## config.mk

```make
export PLATFORM = sky130hd
export DESIGN_NAME = fetch_stage_flat
export DESIGN_NICKNAME = d
export VERILOG_FILES = /design/src/rtl/cpu_pkg.sv /design/src/rtl/fetch_stage_if.sv /design/src/rtl/if_id_reg.sv /design/src/rtl/fetch_stage.sv /design/src/flat_wrapper.sv
export SDC_FILE = /design/constraint.sdc
export NUM_CORES = 1
export LEC_CHECK = 0
export CAP_MARGIN = 20
export CORE_ASPECT_RATIO = 1.2
export CORE_MARGIN = 3
export CORE_UTILIZATION = 47
export CTS_CLUSTER_DIAMETER = 100
export DETAILED_ROUTE_END_ITERATION = 10
export GPL_TIMING_DRIVEN = 0
export PLACE_DENSITY = 0.89
export REMOVE_ABC_BUFFERS = 1
export SLEW_MARGIN = 20
export SYNTH_ARGS = -nofsm -noshare
export SYNTH_HDL_FRONTEND = slang
export SYNTH_SLANG_ARGS = --single-unit
```

## constraint.sdc

```tcl
create_clock -name clk -period 3.56 [get_ports clk]
set_clock_uncertainty 0.15 [all_clocks]
set_input_delay 0.712 -clock clk [delete_from_list [all_inputs] [get_ports clk]]
set_output_delay 0.712 -clock clk [all_outputs]
set_load 0.01 [all_outputs]
```

## src/rtl/cpu_pkg.sv

```systemverilog
// Shared CPU definitions for the fetch stage and the pipeline registers.
// Contents:
//   XLEN, INSTR_W, INSTR_BYTES  - datapath widths and instruction size
//   fetch_state_t               - fetch sequencer states
//   add_instr_bytes()           - PC + INSTR_BYTES, wrapping modulo 2^XLEN
package cpu_pkg;

  localparam int XLEN        = 64;
  localparam int INSTR_W     = 32;
  localparam int INSTR_BYTES = 4;

  typedef enum logic [1:0] {
    REQ  = 2'd0,  // request presented to instruction memory
    WAIT = 2'd1,  // request accepted, waiting for the response
    HOLD = 2'd2,  // response parked because IF/ID was occupied
    DROP = 2'd3   // flushed while in flight, swallow the stale response
  } fetch_state_t;

  // The sum is truncated to XLEN bits, so the top of the address space wraps to 0.
  function automatic logic [XLEN-1:0] add_instr_bytes(input logic [XLEN-1:0] pc);
    return pc + XLEN'(INSTR_BYTES);
  endfunction

endpackage

```

## src/rtl/fetch_stage_if.sv

```systemverilog
// Instruction-memory request/response bus between the fetch stage and memory.
// Handshake rules:
//   Request: a transfer happens on a rising clk edge where imem_req_valid and
//   imem_req_ready are both high. Once valid is raised, it and imem_req_addr
//   stay stable until that transfer. Ready may change freely.
//   Response: imem_rsp_valid is a single-cycle pulse carrying imem_rsp_data.
//   It has no ready, because the fetch stage always takes the response.
// Modports: master = fetch stage, slave = instruction memory.
interface fetch_stage_if;
  import cpu_pkg::*;

  logic               imem_req_valid;
  logic               imem_req_ready;
  logic [XLEN-1:0]    imem_req_addr;
  logic               imem_rsp_valid;
  logic [INSTR_W-1:0] imem_rsp_data;

  modport master (
    output imem_req_valid,
    output imem_req_addr,
    input  imem_req_ready,
    input  imem_rsp_valid,
    input  imem_rsp_data
  );

  modport slave (
    input  imem_req_valid,
    input  imem_req_addr,
    output imem_req_ready,
    output imem_rsp_valid,
    output imem_rsp_data
  );

endinterface

```

## src/rtl/if_id_reg.sv

```systemverilog
// Generic pipeline register holding valid, pc, pc_plus_4 and instr.
// Ports:
//   clk, reset          - clock and synchronous active-high reset (clears all fields)
//   load                - capture load_pc and load_instr and mark the register valid
//   consume             - the downstream stage took the contents, so clear valid
//   flush               - squash the contents. This has the highest priority after reset.
//   load_pc, load_instr - incoming data
//   valid, pc, pc_plus_4, instr - registered contents
// A load that happens in the same cycle as a consume wins, so the register refills
// without a bubble.
module if_id_reg
  import cpu_pkg::*;
(
  input  logic               clk,
  input  logic               reset,
  input  logic               load,
  input  logic               consume,
  input  logic               flush,
  input  logic [XLEN-1:0]    load_pc,
  input  logic [INSTR_W-1:0] load_instr,
  output logic               valid,
  output logic [XLEN-1:0]    pc,
  output logic [XLEN-1:0]    pc_plus_4,
  output logic [INSTR_W-1:0] instr
);

  always_ff @(posedge clk) begin
    if (reset) begin
      valid     <= 1'b0;
      pc        <= '0;
      pc_plus_4 <= '0;
      instr     <= '0;
    end else if (flush) begin
      valid <= 1'b0;
    end else if (load) begin
      valid     <= 1'b1;
      pc        <= load_pc;
      pc_plus_4 <= add_instr_bytes(load_pc);
      instr     <= load_instr;
    end else if (consume) begin
      valid <= 1'b0;
    end
  end

endmodule

```

## src/rtl/fetch_stage.sv

```systemverilog
// Instruction fetch stage. It sits directly after the program counter.
// It issues one instruction-memory request at a time and places each returned
// instruction into the IF/ID register.
// Ports:
//   clk, reset     - clock and synchronous active-high reset
//   pc_in          - current PC
//   pc_seq_out     - sequential next PC. It is pc_in+4 only in a commit cycle; otherwise it is pc_in.
//   flush          - branch redirect. Drops the in-flight fetch and the IF/ID contents.
//   imem           - instruction-memory bus (master side)
//   id_ready       - decode takes the IF/ID contents this cycle
//   ifid_*         - IF/ID register outputs
//   state_dbg      - current sequencer state
module fetch_stage
  import cpu_pkg::*;
(
  input  logic               clk,
  input  logic               reset,
  input  logic [XLEN-1:0]    pc_in,
  output logic [XLEN-1:0]    pc_seq_out,
  input  logic               flush,
  fetch_stage_if.master      imem,
  input  logic               id_ready,
  output logic               ifid_valid,
  output logic [XLEN-1:0]    ifid_pc,
  output logic [XLEN-1:0]    ifid_pc_plus_4,
  output logic [INSTR_W-1:0] ifid_instr,
  output fetch_state_t       state_dbg
);

  fetch_state_t       state;
  logic [XLEN-1:0]    req_pc;
  logic [INSTR_W-1:0] hold_buf;
  logic               req_hs;
  logic               slot_free;
  logic               commit;
  logic [INSTR_W-1:0] commit_instr;

  assign imem.imem_req_valid = (state == REQ) && !reset;
  assign imem.imem_req_addr  = pc_in;
  assign req_hs              = imem.imem_req_valid && imem.imem_req_ready;
  assign slot_free           = !ifid_valid || id_ready;
  assign state_dbg           = state;

  // A commit writes IF/ID. It is also the only event that lets the PC advance.
  always_comb begin
    commit       = 1'b0;
    commit_instr = imem.imem_rsp_data;
    if (!reset && !flush) begin
      case (state)
        WAIT: commit = imem.imem_rsp_valid && slot_free;
        HOLD: begin
          commit       = slot_free;
          commit_instr = hold_buf;
        end
        default: commit = 1'b0;
      endcase
    end
  end

  assign pc_seq_out = commit ? add_instr_bytes(pc_in) : pc_in;

  always_ff @(posedge clk) begin
    if (reset) begin
      state    <= REQ;
      req_pc   <= '0;
      hold_buf <= '0;
    end else if (flush) begin
      case (state)
        REQ: begin
          // A request accepted in the flush cycle is stale. Its response must be swallowed.
          if (req_hs) begin
            req_pc <= pc_in;
            state  <= DROP;
          end
        end
        WAIT:    state <= imem.imem_rsp_valid ? REQ : DROP;
        HOLD:    state <= REQ;
        // Keep waiting for the stale response. If it lands in this cycle, it is
        // already discarded, so resume fetching.
        DROP:    state <= imem.imem_rsp_valid ? REQ : DROP;
        default: state <= REQ;
      endcase
    end else begin
      case (state)
        REQ: begin
          if (req_hs) begin
            req_pc <= pc_in;
            state  <= WAIT;
          end
        end
        WAIT: begin
          if (imem.imem_rsp_valid) begin
            if (slot_free) begin
              state <= REQ;
            end else begin
              hold_buf <= imem.imem_rsp_data;
              state    <= HOLD;
            end
          end
        end
        HOLD:    if (slot_free) state <= REQ;
        DROP:    if (imem.imem_rsp_valid) state <= REQ;
        default: state <= REQ;
      endcase
    end
  end

  if_id_reg u_if_id_reg (
    .clk        (clk),
    .reset      (reset),
    .load       (commit),
    .consume    (id_ready),
    .flush      (flush),
    .load_pc    (req_pc),
    .load_instr (commit_instr),
    .valid      (ifid_valid),
    .pc         (ifid_pc),
    .pc_plus_4  (ifid_pc_plus_4),
    .instr      (ifid_instr)
  );

endmodule

```

## src/flat_wrapper.sv

```systemverilog
// flat-port wrapper written by rule: the top's interface ports become plain ports
module fetch_stage_flat import cpu_pkg::*;
  (clk, reset, pc_in, pc_seq_out, flush, id_ready, ifid_valid, ifid_pc, ifid_pc_plus_4, ifid_instr, state_dbg, imem_imem_req_valid, imem_imem_req_addr, imem_imem_req_ready, imem_imem_rsp_valid, imem_imem_rsp_data);
  fetch_stage_if imem_i ();
  input  logic clk;
  input  logic reset;
  input  logic [XLEN-1:0] pc_in;
  output logic [XLEN-1:0] pc_seq_out;
  input  logic flush;
  input  logic id_ready;
  output logic ifid_valid;
  output logic [XLEN-1:0] ifid_pc;
  output logic [XLEN-1:0] ifid_pc_plus_4;
  output logic [INSTR_W-1:0] ifid_instr;
  output fetch_state_t state_dbg;
  output wire logic [$bits(imem_i.imem_req_valid)-1:0] imem_imem_req_valid;
  output wire logic [$bits(imem_i.imem_req_addr)-1:0] imem_imem_req_addr;
  input wire logic [$bits(imem_i.imem_req_ready)-1:0] imem_imem_req_ready;
  input wire logic [$bits(imem_i.imem_rsp_valid)-1:0] imem_imem_rsp_valid;
  input wire logic [$bits(imem_i.imem_rsp_data)-1:0] imem_imem_rsp_data;
  assign imem_imem_req_valid = imem_i.imem_req_valid;
  assign imem_imem_req_addr = imem_i.imem_req_addr;
  assign imem_i.imem_req_ready = imem_imem_req_ready;
  assign imem_i.imem_rsp_valid = imem_imem_rsp_valid;
  assign imem_i.imem_rsp_data = imem_imem_rsp_data;
  fetch_stage u_core (.clk(clk), .reset(reset), .pc_in(pc_in), .pc_seq_out(pc_seq_out), .flush(flush), .imem(imem_i), .id_ready(id_ready), .ifid_valid(ifid_valid), .ifid_pc(ifid_pc), .ifid_pc_plus_4(ifid_pc_plus_4), .ifid_instr(ifid_instr), .state_dbg(state_dbg));
endmodule
```

==> run metrics, run 1 <==
status complete, but fails checks; failing checks setup timing; Hold WS 0.304 ns; # IOs 394; Crit Path Max Fanout 7; Slew HR 25.4%; GRT Util Overall 31.1%; top post-synthesis cells by area dfxtp_1 42%, nand2_1 11%, a21oi_1 4.7%, o21ai_0 4.3%, buf_4 4.2%; CTS Buf Count 25; Pleak 6.32 nW; Int Pwr 5.41 mW; CTS HTree Levels 1; HP Class register to register; clk slew on worst S/H paths 0.06 ns; max cap viols 0; Startpoint Class primary input; Reg-to-Reg Start u_core.req_pc[2]; Area Growth Syn to Fin 44.8%; register area 5150 µm²; Post-CTS Hold Buffers 0; share of cells above drive strength 1 12.4%; Die H 183 µm; initial antenna violation count 0; Netlist cell types 45; Clock Tree Buf Depth 3; largest area contributor in the netlist dfxtp_1; I/O Buffers 393; reg2reg end u_core.u_if_id_reg.pc_plus_4[48]; Reg power frac 44.7%; Worst Path Required 2.70 ns; global-route wire length before repair 71,600 µm; Commonest cells post-synth 346 x nand2_1, 257 x dfxtp_1, 116 x a21oi_1; Clk pwr share 34.0%; Slew @ Worst Pin 1.12 ns; Root Buffer clkbuf_16; router iterations before antenna repair 6; Die ar. 28,100 µm²; sequential area share after synthesis 41.8%; synthesized area 12,300 µm²; Seq cells post-synth 257; routed length per placed instance 21.4 µm; final hold violations 0; Fill cells 1,793; hold wc startpoint u_core.u_if_id_reg.pc[43]; antenna cells 0; Mean Syn Cell Area 7.79 µm²; Async SR Flop Fraction 0%; RSZ-0062 raised after global routing yes; hold endpoint u_core.u_if_id_reg.pc[43]; Slew Viols, Final 0; Net Switching 2.31 mW; # rows 64; WL final 48,200 µm; reg-to-reg slack, setup 0.25 ns; WS Path Type primary input to primary output; worst vdd ir 270 µV; CTS tree built; Final WS setup -0.0572 ns; total power 7.72 mW; DRC viols 0; Skew-Pair Late Insertion Delay 0.52 ns; Vias 13,500; Final Core Density 69.5%; Max Freq 276 MHz; largest net degree at the start of global routing 72; gate count after technology mapping 1,579; vias in the first global route 13,000; r2r worst-path depth 6; post-route clock period utilization 102%; Multi-input gate area 6690 µm²; Pwr Density 434 nW/µm²; leading cell type by number of instances after synthesis nand2_1; core footprint 25,600 µm²; Sink Count 257; hold path depth 2; worst endpoint data arrival time 2.76 ns; DPL Wire Length 30,600 µm; Routed Antenna Nets 0; minimum clock period 3.62 ns; Crit. End Element primary output; Warnings, synthesis 0; endpoints failing setup 8; Yosys top cell area share 41.8%; RePlAce Congestion 0.849; Iter 0 DRT Violations 1,217; Post-synth EDFFs 0; Initial Util 48.0%; main flop type after synthesis dfxtp_1; Sw Share 29.9%; Logic pwr share 21.3%; Net count, final 2,011; vias per inst 6.00; grt ovf 0; Die X 154 µm
==> timing repair <==
action,4_1_cts,5_1_grt
pin swaps,21,21
setup buffers,39,20
cloned,5,0
resized for setup,232,89
setup endpoints to repair,62,55
==> layout by cell type (no fill, tap or decap), drive strengths merged, types with 12 or more instances in the layout <==
cell type,instances
and4,12
xnor2,46
dfxtp,257
buf,95
nor2,86
nand4,44
nor3,34
a21oi,116
nand3,57
or4,13
xor2,51
inv,25
clkbuf,56
mux2i,33
o21ai,105
a31oi,16
clkdlybuf4s50,286
nand2,346
a211oi,53
nor4,31
dlygate4sd2,55
==> area by class of cell <==
type / count / share of cell area, %
Inverter: 25 / 0.597
Multi-Input combinational cell: 1119 / 37.6
Clock buffer: 39 / 4.03
Clock inverter: 3 / 0.366
Tap cell: 330 / 2.32
Sequential cell: 257 / 28.9
Timing Repair Buffer: 474 / 26.2
==> flip-flops by register name, indices dropped and copies added, names as in the netlist <==
register / cells
u_core.hold_buf: 32
u_core.req_pc: 64
u_core.state_dbg: 2
u_core.u_if_id_reg.instr: 32
u_core.u_if_id_reg.pc: 64
u_core.u_if_id_reg.pc_plus_4: 62
u_core.u_if_id_reg.valid: 1
==> worst max path at each step <==
stage	from	endpoint	slack (ns)	depth (start not counted)
final	pc_in[49]	pc_seq_out[60]	-0.06	8
after detailed placement	pc_in[16]	pc_seq_out[50]	-2.21	7
after global placement	reset	pc_seq_out[55]	-13.20	7
after CTS	pc_in[15]	pc_seq_out[52]	-0.08	10
after global routing	pc_in[49]	pc_seq_out[59]	-0.15	8
after floorplan	reset	pc_seq_out[55]	-4.32	5
==> per-stage QoR <==
step                setup WS, ns  instance area [µm²]  std cells  TNS [ns]
finish                   -0.0572                17800       2247    -0.308
global route              -0.151                17800       2247     -2.35
CTS                      -0.0830                17500       2228    -0.275
detailed placement         -2.21                16100       2142   -100.87
global placement          -13.20                15700       2123  -2654.45
floorplan                  -4.32                11400       1400   -531.06
==> power by group through the flow <==
stage | combinational, mW | clock (mW) | sequential, mW
final | 1.64 | 2.63 | 3.45
after global routing | 1.75 | 2.76 | 3.48
after CTS | 1.54 | 2.65 | 3.43
after detailed placement | 1.46 | 0 | 3.48
after global placement | 1.41 | 0 | 3.47
after floorplan | 0.622 | 0 | 3.44
==> worst max-delay path, stage by stage <==
cell	delay (ns)
clkdlybuf4s50_1	0.52
nand4_1	0.20
nor3_2	0.26
nand4_1	0.19
buf_6	0.22
nor4_4	0.29
xor2_1	0.21
clkbuf_2	0.16
==> layer usage <==
| layer | routed length, µm | GRT usage (%) | up-vias |
|---|---|---|---|
| met3 | 4550 | 6.49 | 187 |
| met2 | 24200 | 55.5 | 892 |
| met5 | 0 | 0 | - |
| met1 | 17100 | 35.6 | 6379 |
| met4 | 2390 | 14.4 | 0 |
| li1 | - | - | 6020 |
==> logic make-up (layout without fill, tap and decap cells) <==
| kind of cell | after synthesis | after routing | share of synthesized area [%] |
|---|---|---|---|
| AND/OR/NAND/NOR | 667 | 668 | 24.9 |
| AO/OA/AOI/OAI | 314 | 314 | 14.6 |
| flip-flops | 257 | 257 | 41.8 |
| buffers and inverters | 204 | 541 | 8.34 |
| XOR/XNOR | 97 | 97 | 6.91 |
| multiplexers | 33 | 33 | 2.69 |
| adder cells (fa/ha/maj) | 7 | 7 | 0.712 |
Note: power is estimated with default switching activity, not from simulation.
==> run 2, diff against run 1 <==
--- a/config.mk
+++ b/config.mk
@@ -14,6 +14,7 @@
 export GPL_TIMING_DRIVEN = 0
 export PLACE_DENSITY = 0.89
 export REMOVE_ABC_BUFFERS = 1
+export SETUP_SLACK_MARGIN = 0.3
 export SLEW_MARGIN = 20
 export SYNTH_ARGS = -nofsm -noshare
 export SYNTH_HDL_FRONTEND = slang
==> run metrics, run 2 (synthesis results as in run 1) <==
CTS Buf Count 25; # rows 64; CTS tree built; Skew-Pair Late Insertion Delay 0.52 ns; grt ovf 0; Sink Count 257; Critical Path Source pc_in[4]; CTS HTree Levels 1; Crit Path Max Fanout 7; core footprint 25,600 µm²; minimum clock period 3.70 ns; clk slew on worst S/H paths 0.06 ns; worst vdd ir 279 µV; vias in the first global route 13,600; # IOs 394; WL final 51,400 µm; endpoints failing setup 14; Post-CTS Hold Buffers 0; Routed Antenna Nets 0; Max Freq 270 MHz; Clock Tree Buf Depth 3; Hold WS 0.269 ns; most frequent cells in the layout 342 x nand2_1, 276 x clkdlybuf4s50_1, 255 x dfxtp_1; status complete, but fails checks; Die H 183 µm; RePlAce Congestion 0.849; Crit. End Element primary output; I/O Buffers 393; Initial Util 48.0%; Area Growth Syn to Fin 49.6%; GRT Util Overall 33.5%; Die X 154 µm; vias per inst 6.08; WS Path Type primary input to primary output; share of cells above drive strength 1 17.7%; DPL Wire Length 30,600 µm; initial antenna violation count 0; Die ar. 28,100 µm²; HP Class primary input to register; failing checks setup timing; worst endpoint data arrival time 2.84 ns; Final WS setup -0.139 ns; router iterations before antenna repair 5; Pwr Density 424 nW/µm²; routed length per placed instance 22.6 µm; global-route wire length before repair 76,300 µm; post-route clock period utilization 104%; setup tns final -0.786 ns; max cap viols 0; commonest non-fill, non-tap cell in the layout nand2_1; Pleak 6.70 nW; Reg-to-Reg Start u_core.req_pc[2]; Largest regs u_core.req_pc x64, u_core.u_if_id_reg.pc x64, u_core.u_if_id_reg.pc_plus_4 x62; Slew HR 26.6%; Net count, final 2,044; RSZ-0062 raised after global routing yes; Slew Viols, Final 0; Iter 0 DRT Violations 1,175; hold wc startpoint pc_in[13]; Startpoint Class primary input; Worst Path Required 2.70 ns; final hold violations 0; largest net degree at the start of global routing 72; Vias 13,900; Slew @ Worst Pin 1.10 ns; DRC viols 0; Root Buffer clkbuf_16; antenna cells 0
-- run 2: cell count changes in the layout (fill, tap and decap cells not counted), sizes merged --
cell and delta:
buf +82, bufbuf +1, clkbuf -5, clkdlybuf4s15 +3, clkdlybuf4s18 +3, clkdlybuf4s50 -10, dlygate4sd2 -32, dlymetal6s2s -9
-- run 2: routing by layer --
layer	up-vias	wire length, µm	global-route usage (%)
met5	-	0	0
met1	6552	17700	37.4
met3	241	4940	7.74
li1	6114	-	-
met4	0	3340	17.4
met2	961	25500	59.5
-- run 2: path summary, 6_finish.rpt --
path                                      endpoint  slack (ns)  cells past startpoint
setup / recovery                    pc_seq_out[30]       -0.14                     11
hold / removal                   u_core.req_pc[13]        0.27                      3
setup reg to reg  u_core.u_if_id_reg.pc_plus_4[56]        0.51                      6
hold reg to reg          u_core.u_if_id_reg.pc[43]        0.30                      2
-- run 2: where the power goes --
group | internal, mW | leakage, nW | switching (mW) | total [mW]
Combinational | 0.792 | 4.24 | 0.920 | 1.71
Sequential | 3.12 | 2.08 | 0.328 | 3.45
Clock | 1.52 | 0.381 | 1.12 | 2.64
Total | 5.44 | 6.70 | 2.37 | 7.81
-- run 2: cell type report --
cell class                 count  area (µm²)
clock inverter                 3        65.1
inverter                      25         106
clock buffer                  39         718
fill                        1674        7240
timing repair buffer         507        4910
multi-input combinational   1119        7020
sequential                   257        5150
tap                          330         413
-- run 2: timing repair --
| action | in CTS | in global routing |
|---|---|---|
| pin swaps | 65 | 46 |
| setup buffers | 64 | 25 |
| endpoints found under the setup margin | 64 | 72 |
| gates resized for setup | 505 | 80 |
| gates cloned | 7 | 0 |
-- run 2: worst max-delay path: stages --
cell      delay, ns
clkbuf_4       0.16
nand4_1        0.26
nor4_4         0.41
buf_6          0.19
nand4_1        0.19
buf_6          0.20
buf_12         0.14
buf_6          0.12
nor3_4         0.12
xor2_1         0.15
buf_2          0.16
-- run 2: per-stage QoR --
step,instances,total power [mW],utilization [%],setup WS (ns),instance area (µm²)
after floorplan,1400,4.06,-,-4.32,11400
after global placement,2123,4.87,61.3,-13.20,15700
after detailed placement,2142,4.94,62.7,-2.21,16100
after CTS,2255,7.67,70.8,0.0221,18100
after global routing,2280,8.06,71.8,-0.174,18400
final,2280,7.81,71.8,-0.139,18400
